### config.mk
export PLATFORM = sky130hd
export DESIGN_NAME = trap_span_gen
export DESIGN_NICKNAME = d
export VERILOG_FILES = /design/src/rtl/trap_pkg.sv /design/src/rtl/trap_div.sv /design/src/rtl/trap_span_gen.sv
export SDC_FILE = /design/constraint.sdc
export NUM_CORES = 1
export LEC_CHECK = 0
export ABC_AREA = 1
export CORE_UTILIZATION = 50
export DETAILED_ROUTE_END_ITERATION = 12
export GPL_TIMING_DRIVEN = 0
export PLACE_DENSITY = 0.75
export SETUP_SLACK_MARGIN = 0.15
export SLEW_MARGIN = 25
export SYNTH_ARGS = -nofsm -noshare
export SYNTH_HDL_FRONTEND = slang
export SYNTH_SLANG_ARGS = --single-unit
export TNS_END_PERCENT = 1
### constraint.sdc
create_clock -name clk -period 11.7 [get_ports clk]
set_input_delay 3.51 -clock clk [delete_from_list [all_inputs] [get_ports clk]]
set_output_delay 3.51 -clock clk [all_outputs]
set_load 0.02 [all_outputs]
### src/rtl/trap_pkg.sv
`default_nettype none
// ============================================================================
//  Module      : trap_pkg
//  Description : Shared constants and FSM state encoding for the trapezoid
//                scanline generator (trap_span_gen) and its divider.
//  Revision    : 1.0 - initial release
// ============================================================================
package trap_pkg;

    // Default coordinate width for all x/y values.
    localparam int C_COORD_W = 8;

    typedef enum logic [3:0] {
        ST_IDLE   = 4'd0,
        ST_DIVL   = 4'd1,
        ST_DIVR   = 4'd2,
        ST_NT     = 4'd3,
        ST_SPAN   = 4'd4,
        ST_WAITHI = 4'd5,
        ST_WAITLO = 4'd6,
        ST_STEP   = 4'd7,
        ST_FIN    = 4'd8
    } trap_state_t;

endpackage : trap_pkg
`default_nettype wire

### src/rtl/trap_div.sv
`default_nettype none
// ============================================================================
//  Module      : trap_div
//  Description : W-bit sequential restoring divider, one quotient bit per
//                cycle. The first step is applied directly on the start
//                cycle, so q/r are valid W cycles after start was sampled.
//  Ports       : clk, reset (async, active-low)
//                start - begin a divide of num by den (den never 0)
//                busy  - remaining steps in progress
//                q, r  - quotient and remainder, held until the next start
//  Revision    : 1.0 - initial release
// ============================================================================
module trap_div
    import trap_pkg::*;
#(
    parameter int W = C_COORD_W
) (
    input  logic         clk,
    input  logic         reset,
    input  logic         start,
    input  logic [W-1:0] num,
    input  logic [W-1:0] den,
    output logic         busy,
    output logic [W-1:0] q,
    output logic [W-1:0] r
);

    localparam int C_CW = (W > 1) ? $clog2(W) : 1;

    logic [W-1:0]    r_rem;
    logic [W-1:0]    r_quo;     // dividend bits shift out, quotient bits shift in
    logic [C_CW-1:0] r_cnt;

    logic [W-1:0] w_src_rem;
    logic [W-1:0] w_src_quo;
    logic [W:0]   w_trial;
    logic [W-1:0] w_diff;
    logic         w_fit;
    logic [W-1:0] w_nrem;
    logic [W-1:0] w_nquo;

    assign w_src_rem = start ? '0  : r_rem;
    assign w_src_quo = start ? num : r_quo;
    assign w_trial   = {w_src_rem, w_src_quo[W-1]};
    assign w_fit     = (w_trial >= {1'b0, den});
    // When the trial fits, the true difference is below den, so W bits suffice.
    assign w_diff    = w_trial[W-1:0] - den;
    assign w_nrem    = w_fit ? w_diff : w_trial[W-1:0];
    assign w_nquo    = {w_src_quo[W-2:0], w_fit};

    always_ff @(posedge clk or negedge reset) begin
        if (!reset) begin
            r_rem <= '0;
            r_quo <= '0;
            r_cnt <= '0;
            busy  <= 1'b0;
        end else if (start) begin
            r_rem <= w_nrem;
            r_quo <= w_nquo;
            r_cnt <= C_CW'(W - 1);
            busy  <= 1'b1;
        end else if (busy) begin
            r_rem <= w_nrem;
            r_quo <= w_nquo;
            r_cnt <= r_cnt - 1'b1;
            if (r_cnt == C_CW'(1)) begin
                busy <= 1'b0;
            end
        end
    end

    assign q = r_quo;
    assign r = r_rem;

endmodule : trap_div
`default_nettype wire

### src/rtl/trap_span_gen.sv
`default_nettype none
// ============================================================================
//  Module      : trap_span_gen
//  Description : Walks a trapezoid with horizontal top/bottom edges one
//                scanline at a time, producing left/right x per line with
//                an integer DDA, paced by the output stage busy flag.
//  Ports       : clk, reset (async, active-low)
//                tv/tr                 - descriptor valid / ready (IDLE only)
//                ytop, ybot            - first/last scanline, inclusive
//                xtl, xtr, xbl, xbr    - edge x on top and bottom lines
//                po                    - output stage busy
//                xleft, xright, ynow   - current span, xs = span start pulse
//                yd, nt                - first line / new-trapezoid pulse
//                done                  - pulse after the last span
//  Revision    : 1.0 - initial release
// ============================================================================
module trap_span_gen
    import trap_pkg::*;
#(
    parameter int W = C_COORD_W
) (
    input  logic         clk,
    input  logic         reset,
    input  logic         tv,
    output logic         tr,
    input  logic [W-1:0] ytop,
    input  logic [W-1:0] ybot,
    input  logic [W-1:0] xtl,
    input  logic [W-1:0] xtr,
    input  logic [W-1:0] xbl,
    input  logic [W-1:0] xbr,
    input  logic         po,
    output logic [W-1:0] xleft,
    output logic [W-1:0] xright,
    output logic [W-1:0] ynow,
    output logic         xs,
    output logic [W-1:0] yd,
    output logic         nt,
    output logic         done
);

    localparam int C_CW = (W > 1) ? $clog2(W) : 1;

    trap_state_t     r_state;
    logic [C_CW-1:0] r_cnt;
    logic            r_fin_hold;    // rejected descriptor: one settle cycle before done

    logic [W-1:0]    r_ytop, r_ybot, r_xtl, r_xtr, r_dy;
    logic [W-1:0]    r_abs_l, r_abs_r;
    logic            r_neg_l, r_neg_r;
    logic [W-1:0]    r_ql, r_rl, r_qr, r_rr;
    logic [W:0]      r_el, r_er;

    logic            w_div_start;
    logic [W-1:0]    w_div_num;
    logic            w_div_busy;
    logic [W-1:0]    w_div_q, w_div_r;

    logic [W:0]      w_dy_x, w_sum_l, w_sum_r, w_nel, w_ner;
    logic            w_cy_l, w_cy_r;
    logic [W-1:0]    w_stp_l, w_stp_r, w_nxl, w_nxr;

    // One divider serves both edges: left in DIVL, right in DIVR.
    assign w_div_start = ((r_state == ST_DIVL) || (r_state == ST_DIVR)) && (r_cnt == '0);
    assign w_div_num   = (r_state == ST_DIVR) ? r_abs_r : r_abs_l;

    trap_div #(.W(W)) u_div (
        .clk   (clk),
        .reset (reset),
        .start (w_div_start),
        .num   (w_div_num),
        .den   (r_dy),
        .busy  (w_div_busy),
        .q     (w_div_q),
        .r     (w_div_r)
    );

    // DDA step: the error accumulator carries the remainder; each overflow
    // past dy adds one extra unit of slope toward the bottom-edge x.
    assign w_dy_x  = {1'b0, r_dy};
    assign w_sum_l = r_el + {1'b0, r_rl};
    assign w_sum_r = r_er + {1'b0, r_rr};
    assign w_cy_l  = (w_sum_l >= w_dy_x);
    assign w_cy_r  = (w_sum_r >= w_dy_x);
    assign w_nel   = w_cy_l ? (w_sum_l - w_dy_x) : w_sum_l;
    assign w_ner   = w_cy_r ? (w_sum_r - w_dy_x) : w_sum_r;
    assign w_stp_l = r_ql + {{(W-1){1'b0}}, w_cy_l};
    assign w_stp_r = r_qr + {{(W-1){1'b0}}, w_cy_r};
    assign w_nxl   = r_neg_l ? (xleft - w_stp_l)  : (xleft + w_stp_l);
    assign w_nxr   = r_neg_r ? (xright - w_stp_r) : (xright + w_stp_r);

    always_ff @(posedge clk or negedge reset) begin
        if (!reset) begin
            r_state    <= ST_IDLE;
            r_cnt      <= '0;
            r_fin_hold <= 1'b0;
            r_ytop     <= '0;
            r_ybot     <= '0;
            r_xtl      <= '0;
            r_xtr      <= '0;
            r_dy       <= '0;
            r_abs_l    <= '0;
            r_abs_r    <= '0;
            r_neg_l    <= 1'b0;
            r_neg_r    <= 1'b0;
            r_ql       <= '0;
            r_rl       <= '0;
            r_qr       <= '0;
            r_rr       <= '0;
            r_el       <= '0;
            r_er       <= '0;
            tr         <= 1'b1;
            xleft      <= '0;
            xright     <= '0;
            ynow       <= '0;
            yd         <= '0;
            xs         <= 1'b0;
            nt         <= 1'b0;
            done       <= 1'b0;
        end else begin
            xs   <= 1'b0;
            nt   <= 1'b0;
            done <= 1'b0;
            case (r_state)
                ST_IDLE: begin
                    if (tv && tr) begin
                        tr      <= 1'b0;
                        r_ytop  <= ytop;
                        r_ybot  <= ybot;
                        r_xtl   <= xtl;
                        r_xtr   <= xtr;
                        r_dy    <= ybot - ytop;
                        r_neg_l <= (xbl < xtl);
                        r_neg_r <= (xbr < xtr);
                        r_abs_l <= (xbl < xtl) ? (xtl - xbl) : (xbl - xtl);
                        r_abs_r <= (xbr < xtr) ? (xtr - xbr) : (xbr - xtr);
                        r_cnt   <= '0;
                        if (ybot < ytop) begin
                            r_state    <= ST_FIN;
                            r_fin_hold <= 1'b1;
                        end else if (ybot == ytop) begin
                            r_state <= ST_NT;
                            nt      <= 1'b1;
                            yd      <= ytop;
                            xleft   <= xtl;
                            xright  <= xtr;
                            ynow    <= ytop;
                            r_el    <= '0;
                            r_er    <= '0;
                        end else begin
                            r_state <= ST_DIVL;
                        end
                    end
                end
                ST_DIVL: begin
                    r_cnt <= r_cnt + 1'b1;
                    if (w_div_busy && (r_cnt == C_CW'(W - 1))) begin
                        r_cnt   <= '0;
                        r_state <= ST_DIVR;
                    end
                end
                ST_DIVR: begin
                    // Left result is still on the divider outputs in the first DIVR cycle.
                    if (r_cnt == '0) begin
                        r_ql <= w_div_q;
                        r_rl <= w_div_r;
                    end
                    r_cnt <= r_cnt + 1'b1;
                    if (r_cnt == C_CW'(W - 1)) begin
                        r_state <= ST_NT;
                        nt      <= 1'b1;
                        yd      <= r_ytop;
                        xleft   <= r_xtl;
                        xright  <= r_xtr;
                        ynow    <= r_ytop;
                        r_el    <= '0;
                        r_er    <= '0;
                    end
                end
                ST_NT: begin
                    r_qr    <= w_div_q;
                    r_rr    <= w_div_r;
                    xs      <= (xleft <= xright);
                    r_state <= ST_SPAN;
                end
                ST_SPAN: begin
                    r_state <= (xleft <= xright) ? ST_WAITHI : ST_STEP;
                end
                ST_WAITHI: begin
                    if (po) r_state <= ST_WAITLO;
                end
                ST_WAITLO: begin
                    if (!po) r_state <= ST_STEP;
                end
                ST_STEP: begin
                    if (ynow == r_ybot) begin
                        r_state <= ST_FIN;
                        done    <= 1'b1;
                    end else begin
                        xleft   <= w_nxl;
                        xright  <= w_nxr;
                        r_el    <= w_nel;
                        r_er    <= w_ner;
                        ynow    <= ynow + 1'b1;
                        xs      <= (w_nxl <= w_nxr);
                        r_state <= ST_SPAN;
                    end
                end
                ST_FIN: begin
                    if (r_fin_hold) begin
                        r_fin_hold <= 1'b0;
                        done       <= 1'b1;
                    end else begin
                        r_state <= ST_IDLE;
                        tr      <= 1'b1;
                    end
                end
                default: begin
                    r_state <= ST_IDLE;
                    tr      <= 1'b1;
                end
            endcase
        end
    end

endmodule : trap_span_gen
`default_nettype wire

# Yosys cells after proc, flatten, opt, wreduce, memory -nomap -nowiden
# Cells that the tools add are included.
classes:
  n_addsub: 19
  magnitude_cmp: 8
  n_eq_ne: 22
  mux: 76
  bitwise: 1
  reduce_logical: 20
ops:
  columns: ["cell", "count"]
  rows:
  - ["$mux 8", 27]
  - ["$mux 9", 8]
  - ["$pmux 8 s3", 3]
  - ["$sub 8x8->8", 8]
  - ["$pmux 9 s3", 2]
  - ["$pmux 4 s9", 1]
  - ["$mux 4", 8]
  - ["$ge 9x8->1", 3]
  - ["$lt 8x8->1", 3]
  - ["$add 9x8->9", 2]
  - ["$sub 9x8->9", 2]
  - ["$add 8x1->8", 2]
  - ["$add 8x8->8", 2]
  - ["$eq 4x3->1 const B", 4]
  - ["$eq 8x8->1", 2]
  - ["$le 8x8->1", 2]
  - ["$ne 2x2->1 const B", 8]
  - ["$pmux 8 s2", 1]
  - ["$mux 1", 14]
  - ["$mux 3", 4]
  - ["$reduce_and 6->1", 2]
  - ["$pmux 3 s3", 1]
  - ["$add 8x1->8 const B", 1]
  - ["$eq 4x2->1 const B", 2]
  - ["21 further kinds", 34]
word_totals:
  reg_bits: 172
  inputBits: 52
  out_inout_bits: 36
  wordCells: 176

# Depth between registers and ports, before layout
depth:
  depth_word: 8
  ltp_mapped: 37
  depth_no_buf: 36

# Hierarchy
# From an unflattened synthesis, not the netlist that was laid out.
unflattened:
  hier_cells: 1804
  hier_area_um2: 13091.3
by_module_without_submodules:
  columns: ["mod", "n_inst", "cells_per_inst", "area_per_inst_um2"]
  rows:
  - ["trap_span_gen", 1, 1584, 11578.6]
  - ["trap_div", 1, 220, 1512.7]

# Worst setup path after synthesis
# No wires, ideal clock.
synth_path:
  path_type: "reg-to-reg"
  startpoint: "reg r_rr[0]"
  endpoint: "reg xs"
  setup_time_ns: 0.064
  t_arrival_ns: 5.591
  slack_ns: 6.045
  stages_incl_launch_ff: 36
  cell_sequence: "dfrtp_1 ha_1 inv_1 fa_1 o21ai_0 xor2_1 inv_1 ha_1 a21oi_1 o21ai_0 a21o_1 nand2_1 nand3_1 buf_2 ha_1 ha_1 inv_1 ha_1 inv_1 nor3_1 a31oi_1 xnor2_1 inv_1 ha_1 inv_1 o311ai_0 inv_1 nand2_1 nand2_1 ha_1 nand2_1 inv_1 a221oi_1 o21ai_0 o21ai_0 a21o_1"
synth_via:
  elab_chain_len: 8
synth_lines:
  columns: ["item", "line", "rtl"]
  rows:
  - ["start, declared", "trap_span_gen.sv:51", "logic [W-1:0] r_ql, r_rl, r_qr, r_rr;"]
  - ["start signal, assigned", "trap_span_gen.sv:182", "r_rr <= w_div_r;"]
  - ["$add 9x8->9 (*)", "trap_span_gen.sv:82", "assign w_sum_r = r_er + {1'b0, r_rr};"]
  - ["$ge 9x8->1 (*)", "trap_span_gen.sv:84", "assign w_cy_r = (w_sum_r >= w_dy_x);"]
  - ["$add 8x1->8 (*)", "trap_span_gen.sv:88", "assign w_stp_r = r_qr + {{(W-1){1'b0}}, w_cy_r};"]
  - ["$add 8x8->8 / $sub 8x8->8 (equally long branches)", "trap_span_gen.sv:90", "assign w_nxr = r_neg_r ? (xright - w_stp_r) : (xright + w_stp_r);"]
  - ["$mux 8 (*)", "trap_span_gen.sv:90", null]
  - ["$le 8x8->1 (*)", "trap_span_gen.sv:205", "xs <= (w_nxl <= w_nxr);"]
  - ["$mux 1 (*)", "trap_span_gen.sv:196", "if (ynow == r_ybot) begin"]
  - ["$pmux 1 s2 (*)", "trap_span_gen.sv:124", "case (r_state)"]
  - ["end signal, assigned", "trap_span_gen.sv:183", "xs <= (xleft <= xright);"]
  - ["end signal, assigned", "trap_span_gen.sv:205", null]
  - ["end, declared", "trap_span_gen.sv:36", "output logic xs,"]
# Mark *: on every way between the ends. The rest lies on a longest branch, timed or not.
# A chain may end at the register's enable or synchronous reset.

# Final worst setup path
layout_path:
  startpoint: "reg r_rl[0]"
  endpoint: "reg xs"
layout_via:
  elab_chain_len: 8
layout_lines:
  columns: ["item", "line", "rtl"]
  rows:
  - ["start, declared", "trap_span_gen.sv:51", null]
  - ["start signal, assigned", "trap_span_gen.sv:166", "r_rl <= w_div_r;"]
  - ["$add 9x8->9 (*)", "trap_span_gen.sv:81", "assign w_sum_l = r_el + {1'b0, r_rl};"]
  - ["$ge 9x8->1 (*)", "trap_span_gen.sv:83", "assign w_cy_l = (w_sum_l >= w_dy_x);"]
  - ["$add 8x1->8 (*)", "trap_span_gen.sv:87", "assign w_stp_l = r_ql + {{(W-1){1'b0}}, w_cy_l};"]
  - ["$add 8x8->8 / $sub 8x8->8 (equally long branches)", "trap_span_gen.sv:89", "assign w_nxl = r_neg_l ? (xleft - w_stp_l) : (xleft + w_stp_l);"]
  - ["$mux 8 (*)", "trap_span_gen.sv:89", null]
  - ["$le 8x8->1 (*)", "trap_span_gen.sv:205", null]
  - ["$mux 1 (*)", "trap_span_gen.sv:196", null]
  - ["$pmux 1 s2 (*)", "trap_span_gen.sv:124", null]
# Marks and branches as above.

==> results.cfg <==
[grt]
grt.overflow.total = 0
grt_max_degree = 81
antenna_found_initial = 0
first_global_vias = 11400
grt_util_all_layers_pct = 29.0
grt_pass1_wl_um = 59100

[timing]
maxSlewViolCount = 0
fin_crit_ns = 6.72
tightest_slew_ns = 0.788
finalSetupTns_ns = 0
final-hold-violation-count = 0
fin_crit_sh_pct = 57.4
slew_headroom_pct = 47.5
fmax_mhz = 149
rsz0062_at_grt = false
skew_ns = 0.0128
setup_violations = 0

[critical_path]
end_kind = flop
path_max_fanout = 10
cp.depth = 33
critPathArrivalTime_ns = 7.08
r2r_slack_ns = 4.98
crit_slowest_cell = o311ai_0
crit_family = adder cells
critPathBufInv = 7
critPathMaxStageDelay_ns = 0.53
path_class = reg2reg
reg2reg_to = xs$_DFF_PN0_
cp.required_ns = 12.07
start_kind = flop
r2r_cells = 33
timing.rr.start = r_rl[0]$_DFFE_PN0P_

[cells_and_area]
diodes = 0
final_cell_mix = 469 x nand2_1, 248 x inv_1, 192 x o21ai_0, 171 x dfrtp_1, 120 x ha_1
syn2layout_area_growth_pct = 15.3
final_common_cell = nand2_1
final_layout_size_suffix_gt1_share_pct = 5.12
finalInstanceArea_mm2 = 0.0148
nets = 2045

[clock_network]
clk_latency_ns = 0.44
cts_tree = done
clockRootBuffer = clkbuf_16
clkSinkCount = 172
clk_pin_slew_ns = 0.07
cts.htree.levels = 4
cts_buffer_depth = 2
cts_buffers = 17
postCtsSetupBuffers = 0
ctsResizeCount = 0
hold_buffers = 0

[outcome]
status = finished clean

[worst_hold_path]
worstHoldStart = u_div.r[1]$_DFFE_PN0P_
hold_depth = 2
holdPathEnd = r_rr[1]$_DFFE_PN0P_
min_path_type = reg2reg

[synthesis]
async_flop_share_pct = 100
seq_area_frac_synth_pct = 33.4
synth_cell_types = 47
avgSynthCellArea_um2 = 7.35
synth_top_flop_cell = dfrtp_1
synth_edf_count = 0
syn_area_mm2 = 0.0129
syn-num-nets = 1937
synth-seq-cells = 172
synth_cells = 1753
ys_warn_count = 0

[routing]
routed-via-count = 12200
antenna_left = 0
vias_per_cell = 5.52
route.detailed.drc = 0
wl_um = 36800
drt-pass1-iter-count = 8
detail_route.iter0.violations = 1119
wl_per_cell_um = 16.7

[floorplanning]
die_area_mm2 = 0.0264
num_rows = 58
fp.dieW_um = 162
coreArea_mm2 = 0.0253
ios = 88
die_y_um = 162
initial_utilization_pct = 51.0

[placement]
dp_hpwl_um = 29000
placed_area_mm2 = 0.0142
io_buffers = 87
place.gp.congestion = 1.00

[run]
maxCapViolCount = 0
==> through the flow <==
step	hold slack (ns)	cells	worst slack, ns	util [%]
floorplan	0.449	1753	6.04	-
global placement	0.464	2170	-0.118	56.1
detailed placement	0.467	2172	5.07	56.3
CTS	0.485	2204	5.03	58.8
global route	0.512	2204	4.45	58.8
finish	0.484	2204	4.98	58.8
==> state kept, by name, summed over array words and instances, names as in the netlist, 8 cells and up <==
register	flops
r_abs_l	8
xleft	8
r_el	9
yd	8
xright	8
r_xtr	8
r_er	9
r_rr	8
r_xtl	8
r_ql	8
r_ytop	8
u_div.q	8
ynow	8
r_rl	8
r_dy	8
r_ybot	8
u_div.r	8
r_qr	8
r_abs_r	8
==> cell families (layout without fill, tap and decap cells) <==
logic type	count (synthesis)	after routing	synth area share (%)
buffers and inverters	309	430	9.44
xor gates and xnor gates	79	79	5.37
and+or+nand+nor	690	690	22.4
AOI/OAI and AO/OA	371	371	15.8
adders and majority gates	132	132	13.5
DFF	172	172	33.4
==> final cells by class <==
cell class / instances / area, um2
Fill cell: 2303 / 10400
Multi-Input combinational cell: 1272 / 7360
Sequential cell: 172 / 4310
Inverter: 260 / 983
Timing Repair Buffer: 89 / 931
Clock buffer: 17 / 425
Tap cell: 330 / 413
Buffer: 49 / 231
Clock inverter: 15 / 201
==> synthesized netlist by cell type (all sizes together) (6+ instances only) <==
cell type,n,area [um2]
a21o,6,45.0
a21oi,100,504
a31oi,10,81.3
buf,25,141
clkbuf,24,90.1
dfrtp,171,4280
fa,12,240
ha,120,1500
inv,259,980
nand2,475,1800
nand3,75,385
nand3b,8,60.1
nand4,28,190
nor2,93,388
o211ai,10,75.1
o21ai,204,1020
o21bai,8,60.1
o22ai,16,100
or2,6,37.5
xnor2,36,315
xor2,43,377
==> worst min-delay path, cell delays in order, from the launching register on <==
cell and delay [ns]:
dfrtp_1 0.34, nand2_1 0.05, o21ai_0 0.06
==> metal layers <==
layer | vias to the layer above | global-route usage (%) | routed length, um
met5 | - | 0 | 0
met4 | 0 | 10.4 | 1060
met3 | 68 | 4.76 | 3070
met2 | 465 | 45.4 | 16500
met1 | 5709 | 40.3 | 16200
li1 | 5915 | - | -
==> worst max path at each step <==
stage,endpoint,start
4_1_cts,xs$_DFF_PN0_,r_rl[0]$_DFFE_PN0P_
2_1_floorplan,xs$_DFF_PN0_,r_rr[0]$_DFFE_PN0P_
3_3_place_gp,yd[1]$_DFFE_PN0P_,reset
6_report,xs$_DFF_PN0_,r_rl[0]$_DFFE_PN0P_
3_5_place_dp,xs$_DFF_PN0_,r_rl[0]$_DFFE_PN0P_
5_1_grt,xs$_DFF_PN0_,r_rl[3]$_DFFE_PN0P_
Power is left out: the tool's default activity adds up to more than one toggle a clock period on the data nets, which glitch-free logic cannot reach.
